File: src/rtl/keccak_share_loader.sv
// keccak_share_loader: splits a 25-byte message into d+1 Boolean shares, runs keccak_top and hands the shared result downstream.
// Optional macro KECCAK_LOADER_TIMEOUT_EN adds a RUN watchdog and a Timeout pulse output.
module keccak_share_loader #(
    parameter int d = 2
) (
    input  logic                 Clock,
    input  logic                 Reset,
    input  logic [7:0]           InByte,
    input  logic [8*d-1:0]       InRand,
    input  logic                 InValid,
    output logic                 InReady,
    output logic [200*(d+1)-1:0] CoreInData,
    output logic                 CoreReset,
    input  logic                 CoreReady,
    input  logic [200*(d+1)-1:0] CoreOutData,
    output logic [200*(d+1)-1:0] OutShares,
    output logic                 OutValid,
    input  logic                 OutReady,
    output logic                 Busy
`ifdef KECCAK_LOADER_TIMEOUT_EN
    ,
    output logic                 Timeout
`endif
);
    localparam logic [1:0] LOAD = 2'd0;
    localparam logic [1:0] RUN  = 2'd1;
    localparam logic [1:0] DONE = 2'd2;

    logic [1:0] state;
    logic [4:0] cnt;
    logic       ready_prev;
    logic [7:0] share [d+1];
`ifdef KECCAK_LOADER_TIMEOUT_EN
    logic [7:0] wd;
`endif

    assign InReady = (state == LOAD);

    // The unmasked byte only meets the masks here, on the way into share d.
    always_comb begin
        share[d] = InByte;
        for (int j = 0; j < d; j++) begin
            share[j] = InRand[8*j +: 8];
            share[d] = share[d] ^ InRand[8*j +: 8];
        end
    end

    always_ff @(posedge Clock or negedge Reset) begin
        if (!Reset) begin
            state      <= LOAD;
            cnt        <= '0;
            ready_prev <= 1'b0;
            CoreInData <= '0;
            CoreReset  <= 1'b1;
            OutShares  <= '0;
            OutValid   <= 1'b0;
            Busy       <= 1'b0;
`ifdef KECCAK_LOADER_TIMEOUT_EN
            wd         <= '0;
            Timeout    <= 1'b0;
`endif
        end else begin
            ready_prev <= CoreReady;
`ifdef KECCAK_LOADER_TIMEOUT_EN
            Timeout    <= 1'b0;
`endif
            case (state)
                LOAD: if (InValid) begin
                    for (int j = 0; j <= d; j++)
                        CoreInData[200*j + 8*int'(cnt) +: 8] <= share[j];
                    if (cnt == 5'd24) begin
                        cnt       <= '0;
                        state     <= RUN;
                        CoreReset <= 1'b0;
                        Busy      <= 1'b1;
`ifdef KECCAK_LOADER_TIMEOUT_EN
                        wd        <= '0;
`endif
                    end else begin
                        cnt <= cnt + 5'd1;
                    end
                end
                RUN: if (CoreReady && !ready_prev) begin
                    OutShares <= CoreOutData;
                    OutValid  <= 1'b1;
                    CoreReset <= 1'b1;
                    Busy      <= 1'b0;
                    state     <= DONE;
                end
`ifdef KECCAK_LOADER_TIMEOUT_EN
                else if (wd == 8'd254) begin
                    CoreReset  <= 1'b1;
                    CoreInData <= '0;
                    Busy       <= 1'b0;
                    Timeout    <= 1'b1;
                    state      <= LOAD;
                end else begin
                    wd <= wd + 8'd1;
                end
`endif
                DONE: if (OutReady) begin
                    OutValid   <= 1'b0;
                    OutShares  <= '0;
                    CoreInData <= '0;
                    state      <= LOAD;
                end
                default: state <= LOAD;
            endcase
        end
    end
endmodule
File: config.mk
export PLATFORM = sky130hd
export DESIGN_NAME = keccak_share_loader
export DESIGN_NICKNAME = d
export VERILOG_FILES = /design/src/rtl/keccak_share_loader.sv
export SDC_FILE = /design/constraint.sdc
export NUM_CORES = 2
export LEC_CHECK = 0
export ABC_AREA = 0
export CORE_AREA = 4 4 720 722
export CTS_CLUSTER_SIZE = 16
export DETAILED_ROUTE_END_ITERATION = 12
export DIE_AREA = 0 0 724 726
export HOLD_SLACK_MARGIN = 0.1
export SYNTH_ARGS = -nofsm -noshare
export SYNTH_HDL_FRONTEND = slang
export SYNTH_SLANG_ARGS = --single-unit
File: constraint.sdc
create_clock -name Clock -period 5.5 [get_ports Clock]
set_input_delay 0.825 -clock Clock [delete_from_list [all_inputs] [get_ports Clock]]
set_output_delay 0.825 -clock Clock [all_outputs]
set_load 0.03 [all_outputs]
==> metrics.md <==
| Metric | Value |
|---|---|
| Status | `finished clean` |
| Routed WL per cell | `around 35 um` |
| Iteration-0 DRC Markers | `between 5,000 and 6,000` |
| Crit path max fanout | `24` |
| Crit-path max cell delay | `about 900 ps` |
| Number of synthesized flops with an enable pin | `0` |
| VDD IR-drop max | `around 300 uV` |
| Root Driver | `clkbuf_16` |
| WP data required | `about 6300 ps` |
| Syn Inst Count | `between 4,000 and 5,000` |
| H-tree Lvls | `4` |
| Setup Crit Path Kind | `flop to flop` |
| Dpl hpwl | `~410,000 um` |
| Core Area | `between 500,000 and 600,000 sq um` |
| Max_cap viols | `0` |
| Mapped Nets | `approximately 5,500` |
| Ys Warns | `0` |
| Layout cells sized above 1 | `7.98%` |
| Die area | `approximately 530,000 sq um` |
| Mapped cell area | `slightly below 50,000 sq um` |
| Hold depth | `1` |
| Hold path startpoint | `CoreReady` |
| CTS tree | `yes` |
| Top-count cell post-synth | `nand2_1` |
| Period utilization | `a little over two thirds` |
| Worst Tran Pin Value | `1370 ps` |
| Fin Setup TNS | `0 ps` |
| Top Ports | `1,833` |
| Mean post-synth cell area | `~10 sq um` |
| Cell taking the most area after synthesis | `dfrtp_1` |
| Starting density of the core | `about a tenth` |
| Area grow syn2layout | `65.6%` |
| CP delay by family, top | `compound AO/OA/AOI/OAI gates` |
| Worst Path Arrival | `about 4600 ps` |
| Drt pass-1 iters | `6` |
| Library cells used by synthesis | `around 90` |
| Vias/cell | `3.59` |
| FF-to-FF path depth | `8` |
| Cells after DPL | `between 10,000 and 15,000` |
| Max clock buf depth | `4` |
| Grt total ovfl | `0` |
| Top cells by count, synth | `1,515 x nand2_1, 1,210 x dfrtp_1, 740 x o21ai_0` |
| Worst path cell trace | `inv_1, ha_1, buf_4, nand2b_1, a31o_2, nor3_2, a31oi_1, a22o_1` |
| Fin cells | `~14,000` |
| Gp weighted congestion | `approximately 0.99` |
| Hold buffer count at cts | `1` |
| Power density of the placed cells | `between 600 and 700 nW/um^2` |
| Fmax | `between 200 and 300 MHz` |
| Min Tclk post-route | `3870 ps` |
| Synth top area cells | `dfrtp_1 61%, nand2_1 11%, o21ai_0 7.5%, a22o_1 3.8%, o2bb2ai_1 2.3%` |
| #FFs+latches synth | `1,211` |
| Endpoints failing hold | `0` |
| Worst-Skew Late Latency | `about 860 ps` |
| Max Slew Vio Count | `0` |
| Ys async rst share | `100%` |
| Setup bufs post-CTS | `0` |
| Hold Path End | `ready_prev` |
| Final Net Count | `7,320` |
| Worst Skew | `roughly 57 ps` |
| Antenna viol nets, final | `0` |
| Worst Path Buf+Inv | `2` |
| Vias in the first global route | `47,500` |
| Row count | `about 260` |
| First-pass GRT wire length | `around 590,000 um` |
| Worst path depth | `8` |
| PortBufs | `1,832` |
| Hold Path Class | `input pin to flop` |
| Worst R2R End | `CoreInData[501]` |
| Final setup violation count | `0` |
| GRT Total Usage | `around 18%` |
| Relative slew slack | `slightly below 9%` |
| Clk slew on worst S/H paths | `around 60 ps` |
| Worst R2R Setup Slack | `roughly 1600 ps` |
| Leakage power | `roughly 0.032 uW` |
| Crit path launch type | `flop` |
| Worst Setup End Kind | `flop` |
| Drc violations | `0` |
| Resized Gates After CTS | `0` |
| Synth top area share | `between 60% and 70%` |
| Sequential fraction of the synthesis area | `between 60% and 70%` |
| Inserted Clock Buffers | `160` |
| Via count | `48,900` |
| Initial antenna violation count | `~120` |
| Clock sink count | `~1,200` |
| Die width | `~720 um` |
| DRT Wirelength | `~480,000 um` |
| Unrepaired setup endpoints after global routing | `no` |
| R2R Path Start | `cnt[0]` |
| Die Span Y | `about 730 um` |
| Slowest CP cell | `a31oi_1` |
| Largest net degree at the start of global routing | `152` |
| Synth Flop Type | `dfrtp_1` |
[layout by cell type, fill, tap and decap left out, types with 14 or more instances in the layout]
| cell type | instances |
|---|---|
| clkdlybuf4s50_1 | 1820 |
| nand2_1 | 1514 |
| dfrtp_1 | 1208 |
| o21ai_0 | 738 |
| a22o_1 | 215 |
| clkbuf_16 | 161 |
| buf_4 | 142 |
| o2bb2ai_1 | 128 |
| nor2_1 | 83 |
| a221o_1 | 56 |
| diode_2 | 49 |
| o221ai_1 | 45 |
| o22ai_1 | 41 |
| nand3_1 | 33 |
| a32o_1 | 33 |
| clkinv_2 | 29 |
| a21o_1 | 28 |
| and3_1 | 25 |
| clkbuf_1 | 23 |
| o21ai_1 | 22 |
| clkbuf_8 | 22 |
| nand2b_1 | 20 |
| buf_12 | 18 |
| and2_1 | 17 |
| nor2b_1 | 17 |
| a22oi_1 | 16 |
| inv_1 | 15 |
| nor3_1 | 15 |
| bufinv_16 | 15 |
| nor3_2 | 14 |
| o32ai_1 | 14 |
[flip-flops by register name (all words and copies together) (netlist names)]
signal      flops
CoreReset       1
OutShares     600
ready_prev      1
CoreInData    600
OutValid        1
cnt             5
state           2
Busy            1
[report_power, final]
| part | internal, uW | total, uW | leakage [uW] | switching, uW |
|---|---|---|---|---|
| Clock | 6430 | 11200 | 0.00263 | 4770 |
| Sequential | 11900 | 14300 | 0.0164 | 2350 |
| Combinational | 7730 | 26400 | 0.0131 | 18700 |
| Total | 26100 | 51900 | 0.0321 | 25800 |
[through the flow]
step / area [sq um] / total power, uW / util [%] / setup slack [ps] / hold slack, ps
3_3_place_gp: 76600 / 41000 / 15.0 / 950 / 454
2_1_floorplan: 49600 / 24700 / - / 1920 / 529
4_1_cts: 82100 / 52500 / 16.0 / 1720 / 321
6_report: 82200 / 51900 / 16.1 / 1630 / 456
3_5_place_dp: 76700 / 41000 / 15.0 / 1130 / 459
5_1_grt: 82100 / 54000 / 16.0 / 1560 / 383
[routing by layer]
metal	vias up	routed length [um]	GRT usage, %
li1	20700	-	-
met1	24900	181000	19.9
met2	2662	215000	27.6
met3	620	60500	9.11
met4	20	24100	7.29
met5	-	129	0
[kinds of logic after synthesis]
| group | Yosys count | share of synthesized area, % |
|---|---|---|
| AND/OR/NAND/NOR | 1822 | 15.3 |
| AO/OA/AOI/OAI | 1431 | 19.5 |
| flip-flops | 1211 | 61.1 |
| buffers and inverters | 370 | 3.18 |
| XOR/XNOR | 31 | 0.592 |
| multiplexers | 5 | 0.166 |
| adder cells (fa/ha/maj) | 11 | 0.277 |
[final cells by class]
type | instances | area, sq um
clock buffer | 206 | 4420
fill | 57300 | 430000
timing repair buffer | 1992 | 19700
sequential | 1211 | 30300
tap | 6757 | 8450
clock inverter | 79 | 968
inverter | 15 | 56.3
antenna | 49 | 123
multi-input combinational | 3300 | 18100
[worst max path at each step]
| stage | startpoint | end | slack [ps] |
|---|---|---|---|
| 2_1_floorplan | cnt[0] | CoreInData[224] | 1920 |
| 3_3_place_gp | cnt[0] | CoreInData[125] | 950 |
| 3_5_place_dp | InValid | CoreInData[388] | 1130 |
| 4_1_cts | state[0] | CoreInData[391] | 1720 |
| 5_1_grt | cnt[0] | CoreInData[470] | 1560 |
| 6_report | cnt[0] | CoreInData[501] | 1630 |
Power figures use the tool's default switching activity.
